`src/rtl/pg_dispatch_if.sv`:
```
// pg_dispatch_if: metadata/match streams in, per-lane streams out, order FIFO and counters
interface pg_dispatch_if #(
  parameter int NUM_PG = 4,
  parameter int TAG_W = 2,
  parameter int META_W = 32
);
  logic              in_meta_valid;
  logic [META_W-1:0] in_meta_data;
  logic              in_meta_ready;
  logic              in_match_sop;
  logic              in_match_eop;
  logic [127:0]      in_match_data;
  logic [5:0]        in_match_empty;
  logic              in_match_valid;
  logic              in_match_ready;
  logic [NUM_PG-1:0] out_meta_valid;
  logic [META_W-1:0] out_meta_data;
  logic [NUM_PG-1:0] out_meta_ready;
  logic [NUM_PG-1:0] out_match_valid;
  logic              out_match_sop;
  logic              out_match_eop;
  logic [127:0]      out_match_data;
  logic [5:0]        out_match_empty;
  logic [NUM_PG-1:0] out_match_ready;
  logic [NUM_PG-1:0] lane_almost_full;
  logic [TAG_W-1:0]  order_tag;
  logic              order_valid;
  logic              order_ready;
  logic [31:0]       pkt_cnt;
  logic [31:0]       stall_cnt;
  modport master (
    output in_meta_valid, in_meta_data, in_match_sop, in_match_eop, in_match_data,
           in_match_empty, in_match_valid, out_meta_ready, out_match_ready,
           lane_almost_full, order_ready,
    input  in_meta_ready, in_match_ready, out_meta_valid, out_meta_data, out_match_valid,
           out_match_sop, out_match_eop, out_match_data, out_match_empty, order_tag,
           order_valid, pkt_cnt, stall_cnt
  );
  modport slave (
    input  in_meta_valid, in_meta_data, in_match_sop, in_match_eop, in_match_data,
           in_match_empty, in_match_valid, out_meta_ready, out_match_ready,
           lane_almost_full, order_ready,
    output in_meta_ready, in_match_ready, out_meta_valid, out_meta_data, out_match_valid,
           out_match_sop, out_match_eop, out_match_data, out_match_empty, order_tag,
           order_valid, pkt_cnt, stall_cnt
  );
endinterface

```
`src/rtl/pg_dispatch.sv`:
```
// pg_dispatch: round-robin packet steering across port-group lanes with an arrival-order FIFO
module pg_dispatch #(
  parameter int NUM_PG = 4,
  parameter int TAG_W = 2,
  parameter int ORDER_DEPTH = 16,
  parameter int META_W = 32
) (
  input logic clk,
  input logic rst,
  pg_dispatch_if.slave bus
);
  localparam int AW = $clog2(ORDER_DEPTH);
  typedef enum logic {IDLE, MATCH} state_t;
  state_t r_state, w_next;
  logic [TAG_W-1:0] r_rr, r_sel, w_grant, w_idx;
  logic [NUM_PG-1:0] w_elig;
  logic w_any, w_full, w_grant_ok, w_push, w_pop, w_beat, w_stall;
  logic [TAG_W-1:0] r_fifo [ORDER_DEPTH];
  logic [AW-1:0] r_wp, r_rp;
  logic [AW:0] r_cnt;
  logic [31:0] r_pkt, r_stall;
  // first eligible lane scanning upward from the round-robin pointer
  always_comb begin
    w_elig = bus.out_meta_ready & ~bus.lane_almost_full;
    w_any = 1'b0;
    w_grant = '0;
    w_idx = '0;
    for (int k = NUM_PG - 1; k >= 0; k--) begin
      w_idx = TAG_W'((int'(r_rr) + k) % NUM_PG);
      if (w_elig[w_idx]) begin
        w_any = 1'b1;
        w_grant = w_idx;
      end
    end
  end
  assign w_full = r_cnt == (AW+1)'(ORDER_DEPTH);
  assign w_grant_ok = w_any & ~w_full;
  assign w_push = (r_state == IDLE) & bus.in_meta_valid & w_grant_ok;
  assign w_stall = (r_state == IDLE) & bus.in_meta_valid & ~w_grant_ok;
  assign w_pop = (r_cnt != '0) & bus.order_ready;
  assign w_beat = (r_state == MATCH) & bus.in_match_valid & bus.out_match_ready[r_sel];
  // state register
  always_ff @(posedge clk or posedge rst)
    if (rst) r_state <= IDLE;
    else r_state <= w_next;
  // leave IDLE on metadata handshake, return after the eop beat is taken
  always_comb
    w_next = (r_state == IDLE) ? (w_push ? MATCH : IDLE) : ((w_beat & bus.in_match_eop) ? IDLE : MATCH);
  // handshake and lane-steering outputs, all quiet while reset is held
  always_comb begin
    bus.in_meta_ready = ~rst & (r_state == IDLE) & w_grant_ok;
    bus.out_meta_valid = (bus.in_meta_ready & bus.in_meta_valid) ? NUM_PG'(1) << w_grant : '0;
    bus.in_match_ready = ~rst & (r_state == MATCH) & bus.out_match_ready[r_sel];
    bus.out_match_valid = (~rst & (r_state == MATCH) & bus.in_match_valid) ? NUM_PG'(1) << r_sel : '0;
  end
  assign bus.out_meta_data = bus.in_meta_data;
  assign bus.out_match_sop = bus.in_match_sop;
  assign bus.out_match_eop = bus.in_match_eop;
  assign bus.out_match_data = bus.in_match_data;
  assign bus.out_match_empty = bus.in_match_empty;
  assign bus.order_valid = r_cnt != '0;
  assign bus.order_tag = r_fifo[r_rp];
  assign bus.pkt_cnt = r_pkt;
  assign bus.stall_cnt = r_stall;
  // latch the granted lane, advance the pointer past it, count packets and stalls
  always_ff @(posedge clk or posedge rst)
    if (rst) begin
      r_rr <= '0;
      r_sel <= '0;
      r_pkt <= '0;
      r_stall <= '0;
    end else begin
      if (w_push) begin
        r_sel <= w_grant;
        r_rr <= (w_grant == TAG_W'(NUM_PG - 1)) ? '0 : w_grant + 1'b1;
        r_pkt <= r_pkt + 1'b1;
      end
      if (w_stall & ~&r_stall) r_stall <= r_stall + 1'b1;
    end
  // order FIFO storage holds only lane ids, so it is left unreset
  always_ff @(posedge clk)
    if (w_push) r_fifo[r_wp] <= w_grant;
  // order FIFO pointers and occupancy
  always_ff @(posedge clk or posedge rst)
    if (rst) begin
      r_wp <= '0;
      r_rp <= '0;
      r_cnt <= '0;
    end else begin
      if (w_push) r_wp <= r_wp + 1'b1;
      if (w_pop) r_rp <= r_rp + 1'b1;
      r_cnt <= r_cnt + (AW+1)'(w_push) - (AW+1)'(w_pop);
    end
endmodule

```
`src/flat_wrapper.sv`:
```
// flat-port wrapper written by rule: the top's interface ports become plain ports
module pg_dispatch_flat 
#(
  parameter int NUM_PG = 4,
  parameter int TAG_W = 2,
  parameter int ORDER_DEPTH = 16,
  parameter int META_W = 32
)
  (clk, rst, bus_in_meta_valid, bus_in_meta_data, bus_in_match_sop, bus_in_match_eop, bus_in_match_data, bus_in_match_empty, bus_in_match_valid, bus_out_meta_ready, bus_out_match_ready, bus_lane_almost_full, bus_order_ready, bus_in_meta_ready, bus_in_match_ready, bus_out_meta_valid, bus_out_meta_data, bus_out_match_valid, bus_out_match_sop, bus_out_match_eop, bus_out_match_data, bus_out_match_empty, bus_order_tag, bus_order_valid, bus_pkt_cnt, bus_stall_cnt);
  pg_dispatch_if #(.NUM_PG(NUM_PG), .TAG_W(TAG_W), .META_W(META_W)) bus_i ();
  input logic clk;
  input logic rst;
  input wire logic [$bits(bus_i.in_meta_valid)-1:0] bus_in_meta_valid;
  input wire logic [$bits(bus_i.in_meta_data)-1:0] bus_in_meta_data;
  input wire logic [$bits(bus_i.in_match_sop)-1:0] bus_in_match_sop;
  input wire logic [$bits(bus_i.in_match_eop)-1:0] bus_in_match_eop;
  input wire logic [$bits(bus_i.in_match_data)-1:0] bus_in_match_data;
  input wire logic [$bits(bus_i.in_match_empty)-1:0] bus_in_match_empty;
  input wire logic [$bits(bus_i.in_match_valid)-1:0] bus_in_match_valid;
  input wire logic [$bits(bus_i.out_meta_ready)-1:0] bus_out_meta_ready;
  input wire logic [$bits(bus_i.out_match_ready)-1:0] bus_out_match_ready;
  input wire logic [$bits(bus_i.lane_almost_full)-1:0] bus_lane_almost_full;
  input wire logic [$bits(bus_i.order_ready)-1:0] bus_order_ready;
  output wire logic [$bits(bus_i.in_meta_ready)-1:0] bus_in_meta_ready;
  output wire logic [$bits(bus_i.in_match_ready)-1:0] bus_in_match_ready;
  output wire logic [$bits(bus_i.out_meta_valid)-1:0] bus_out_meta_valid;
  output wire logic [$bits(bus_i.out_meta_data)-1:0] bus_out_meta_data;
  output wire logic [$bits(bus_i.out_match_valid)-1:0] bus_out_match_valid;
  output wire logic [$bits(bus_i.out_match_sop)-1:0] bus_out_match_sop;
  output wire logic [$bits(bus_i.out_match_eop)-1:0] bus_out_match_eop;
  output wire logic [$bits(bus_i.out_match_data)-1:0] bus_out_match_data;
  output wire logic [$bits(bus_i.out_match_empty)-1:0] bus_out_match_empty;
  output wire logic [$bits(bus_i.order_tag)-1:0] bus_order_tag;
  output wire logic [$bits(bus_i.order_valid)-1:0] bus_order_valid;
  output wire logic [$bits(bus_i.pkt_cnt)-1:0] bus_pkt_cnt;
  output wire logic [$bits(bus_i.stall_cnt)-1:0] bus_stall_cnt;
  assign bus_i.in_meta_valid = bus_in_meta_valid;
  assign bus_i.in_meta_data = bus_in_meta_data;
  assign bus_i.in_match_sop = bus_in_match_sop;
  assign bus_i.in_match_eop = bus_in_match_eop;
  assign bus_i.in_match_data = bus_in_match_data;
  assign bus_i.in_match_empty = bus_in_match_empty;
  assign bus_i.in_match_valid = bus_in_match_valid;
  assign bus_i.out_meta_ready = bus_out_meta_ready;
  assign bus_i.out_match_ready = bus_out_match_ready;
  assign bus_i.lane_almost_full = bus_lane_almost_full;
  assign bus_i.order_ready = bus_order_ready;
  assign bus_in_meta_ready = bus_i.in_meta_ready;
  assign bus_in_match_ready = bus_i.in_match_ready;
  assign bus_out_meta_valid = bus_i.out_meta_valid;
  assign bus_out_meta_data = bus_i.out_meta_data;
  assign bus_out_match_valid = bus_i.out_match_valid;
  assign bus_out_match_sop = bus_i.out_match_sop;
  assign bus_out_match_eop = bus_i.out_match_eop;
  assign bus_out_match_data = bus_i.out_match_data;
  assign bus_out_match_empty = bus_i.out_match_empty;
  assign bus_order_tag = bus_i.order_tag;
  assign bus_order_valid = bus_i.order_valid;
  assign bus_pkt_cnt = bus_i.pkt_cnt;
  assign bus_stall_cnt = bus_i.stall_cnt;
  pg_dispatch #(.NUM_PG(NUM_PG), .TAG_W(TAG_W), .ORDER_DEPTH(ORDER_DEPTH), .META_W(META_W)) u_core (.clk(clk), .rst(rst), .bus(bus_i));
endmodule
```
`config.mk`:
```
export PLATFORM = sky130hd
export DESIGN_NAME = pg_dispatch_flat
export DESIGN_NICKNAME = d
export VERILOG_FILES = /design/src/rtl/pg_dispatch_if.sv /design/src/rtl/pg_dispatch.sv /design/src/flat_wrapper.sv
export SDC_FILE = /design/constraint.sdc
export NUM_CORES = 1
export LEC_CHECK = 0
export ABC_AREA = 1
export CORE_AREA = 2 2 168 170
export DETAILED_ROUTE_END_ITERATION = 10
export DIE_AREA = 0 0 170 172
export HOLD_SLACK_MARGIN = 0.02
export PLACE_DENSITY_LB_ADDON = 0.15
export SLEW_MARGIN = 20
export SYNTH_ARGS = -nofsm -noshare
export SYNTH_HDL_FRONTEND = slang
export SYNTH_SLANG_ARGS = --single-unit
```
`constraint.sdc`:
```
create_clock -name clk -period 4.4 [get_ports clk]
set_clock_uncertainty 0.15 [all_clocks]
set_input_delay 0.66 -clock clk [delete_from_list [all_inputs] [get_ports clk]]
set_output_delay 0.66 -clock clk [all_outputs]
set_load 0.1 [all_outputs]
```
==> flow_summary.ini <==
[status]
status = finished, final reports clean

[critical_path]
cp_data_required_time_ps = 3590
worst_setup_start_kind = input pin
timing.critical_path.arrival_ps = 2870
cp-end-kind = output port
path_max_fanout = 19
timing_worst_setup_path_type = input pin to output port

[synth]
synth_seq_area_share_pct = 37.4
syn_area_per_cell_sq_um = 7.73
synthDominantCellAreaShare_pct = 25.5
synth-seq-cells = 114
synth_async_sr_flop_share_pct = 71.9
postSynthNetCount = 1245
synth-edff-count = 32
syn_inst_count = 1042
yosys_warnings = 0
yosys.area.top_type = sky130_fd_sc_hd__dfrtp_1
netlist_area_sq_um = 8050
yosys.cell_types.count = 38
synth_top_area_cells = sky130_fd_sc_hd__dfrtp_1, sky130_fd_sc_hd__buf_4, sky130_fd_sc_hd__nand2_1, sky130_fd_sc_hd__edfxtp_1, sky130_fd_sc_hd__nor2_1
ys.flop_type = sky130_fd_sc_hd__dfrtp_1

[finish]
nets = 1176
postLayoutCellArea_sq_um = 8830
post_route_cells_drive_above_1_share_pct = 7.40
antenna_cells_inserted = 0
syn_to_final_growth_pct = 9.65
post_layout_nonfiller_instances = 1332
filler_cell_count = 2947

[floorplan]
die_x_microns = 170
top_level_ports = 430
placementRows = 61
die_h_microns = 172
fp.dieArea_sq_um = 29200
floorplan.initialDensity_pct = 29.3
core-area_sq_um = 27500

[sta]
setup_viol = 0
max_slew_margin_pct = 33.3
fin_crit_sh_pct = 83.6
rsz0062_at_grt = no
fmax_mhz = 272
post-route-min-period_ps = 3680
timing.setup.tns_ps = 0
final_hold_viol_count = 0
slew_violations = 0
timing.hold.ws_ps = 356
worst_pin_slew_ps = 998

[clock_tree]
clock_tree.root_cell = sky130_fd_sc_hd__clkbuf_16
post-cts-setup-buffer-count = 0
cts_hold_repair.buffers = 0
cts_resized = 0
clk_pin_slew_worst_paths_ps = 60
cts_tree = built
clk_path_buf_depth = 2
clk-insertion-delay-late_ps = 420
cts_buffers = 17
clock_tree.htree_level_count = 4
cts_sinks = 114

[pwr]
power.switching_fraction_pct = 43.7
ir_worst_vdd_mv = 0.254
power.switching_mw = 2.18
leakagePower_nw = 3.77
power.share.sequential_pct = 30.2
power.share.combinational_pct = 39.5
clockPowerShare_pct = 30.3
power.internal_mw = 2.80
power_density_nw_per_um2 = 563

[drt]
detail_route.vias_per_cell = 4.53
detailedRoute.firstIterationViolations = 321
postRouteAntennaNets = 0
finalWirelength_microns = 22200
remaining_drc_errors = 0
detailedRoute.firstPassIterationCount = 5
wire_per_inst_microns = 16.7
number_of_vias_after_detailed_routing = 6034

[global_route]
met1_grt_util_pct = 19.3
wire_length_of_the_first_global_routing_pass_microns = 34700
globalRouteMet3Util_pct = 4.51
globalRoute.totalOverflow = 0
met2_usage_pct = 24.7
grt_antenna_before_repair = 0
grt_pass1_vias = 6138
pin_count_of_the_biggest_net_entering_global_routing = 52
grt_util_all_layers_pct = 15.6
busiest_layer = met2

[min_path]
min_path_type = flip-flop to flip-flop

[placed_design]
gp_congestion = 0.842
post_dp_cell_area_sq_um = 8190
detailedPlacementHpwl_microns = 16700
placed_cells_incl_taps = 1300
placement.io_buffers = 95

[job]
drv.max_cap_violation_count = 0
-- registers in the layout, summed over array words and instances (netlist names) --
name / count
u_core.r_cnt: 5
u_core.r_sel: 2
u_core.r_rr: 2
u_core.r_rp: 4
u_core.bus.stall_cnt: 32
u_core.bus.pkt_cnt: 32
u_core.r_wp: 4
u_core.r_fifo: 32
u_core.r_state: 1
-- layout make-up --
class	instances	area (sq um)	area share (%)
well taps	346	433	4.90
clock inverters	11	148	1.67
flip-flops and latches	114	3010	34.1
clock buffers	21	493	5.58
inverters	70	269	3.05
multi-input cells	668	3400	38.5
repair buffers	102	1070	12.2
-- kinds of logic after synthesis --
kind of cell	after synthesis	share of synthesized area, %
AND/OR/NAND/NOR	541	28.4
adder cells (fa/ha/maj)	18	2.89
buffers and inverters	260	20.6
XOR/XNOR	63	6.94
flip-flops	114	37.4
AO/OA/AOI/OAI	38	2.77
multiplexers	8	0.994
-- synth_stat cells, types with 15 or more instances --
cell	count
sky130_fd_sc_hd__buf_4	170
sky130_fd_sc_hd__dfrtp_1	82
sky130_fd_sc_hd__edfxtp_1	32
sky130_fd_sc_hd__ha_1	17
sky130_fd_sc_hd__inv_1	67
sky130_fd_sc_hd__nand2_1	320
sky130_fd_sc_hd__nand3_1	53
sky130_fd_sc_hd__nand4_1	15
sky130_fd_sc_hd__nor2_1	99
sky130_fd_sc_hd__nor3_1	29
sky130_fd_sc_hd__o21ai_0	19
sky130_fd_sc_hd__xnor2_1	22
sky130_fd_sc_hd__xor2_1	40
-- placed cells by master (no fill, tap or decap), drive strengths merged, types with 5 or more instances in the layout --
cell type,n
mux2i,8
edfxtp,32
nand4,15
o21ai,25
clkbuf,21
nand2,327
clkinv,5
xor2,41
inv,70
ha,17
clkdlybuf4s50,83
dfrtp,82
o221ai,6
xnor2,22
nor3,29
nor2,103
nand3,57
buf,19
nand3b,7
-- worst max-delay path, cell delays in order --
cell                              delay (ps)
sky130_fd_sc_hd__clkdlybuf4s50_1         490
sky130_fd_sc_hd__nand3_1                 110
sky130_fd_sc_hd__nand2_1                 130
sky130_fd_sc_hd__nand2_1                  70
sky130_fd_sc_hd__a31oi_1                 140
sky130_fd_sc_hd__nand2_1                 410
sky130_fd_sc_hd__inv_1                   230
sky130_fd_sc_hd__ha_1                    170
sky130_fd_sc_hd__inv_1                    40
sky130_fd_sc_hd__nor2_1                  190
sky130_fd_sc_hd__buf_12                  210
-- power groups by stage --
stage / sequential (mW) / clock, mW / combinational [mW]
finish: 1.50 / 1.51 / 1.96
global route: 1.53 / 1.60 / 2.18
CTS: 1.51 / 1.54 / 2.00
detailed placement: 1.52 / 0 / 1.99
global placement: 1.53 / 0 / 2.00
floorplan: 1.69 / 0 / 2.04
-- per-layer routing --
layer	part of all wire (%)	routed length [microns]
met1	44	9870
met2	46	10200
met3	5.9	1320
met4	3.5	770
met5	0	0
-- through the flow --
stage          utilization, %  total power, mW  setup slack [ps]
4_1_cts                  32.1             5.05               723
5_1_grt                  32.1             5.31               430
3_3_place_gp             29.8             3.53               766
3_5_place_dp             29.8             3.52               725
2_1_floorplan               -             3.73              99.3
6_report                 32.1             4.97               722
-- worst paths after layout --
kind | startpoint | endpoint | slack, ps | cells past startpoint
worst min register to register | u_core.r_cnt[0]$_DFF_PP0_ | u_core.r_cnt[0]$_DFF_PP0_ | 360 | 1
worst max-delay path | bus_out_meta_ready[1] | bus_out_meta_valid[1] | 720 | 11
worst min-delay path | u_core.r_cnt[0]$_DFF_PP0_ | u_core.r_cnt[0]$_DFF_PP0_ | 360 | 1
worst max register to register | u_core.r_rr[0]$_DFFE_PP0P_ | u_core.r_cnt[4]$_DFF_PP0_ | 1500 | 14
max in group asynchronous | rst | u_core.r_rp[3]$_DFFE_PP0P_ | 2700 | 3
min in group asynchronous | rst | u_core.bus.pkt_cnt[13]$_DFFE_PP0P_ | 580 | 2
No activity file was read; power rests on OpenSTA's default activity.
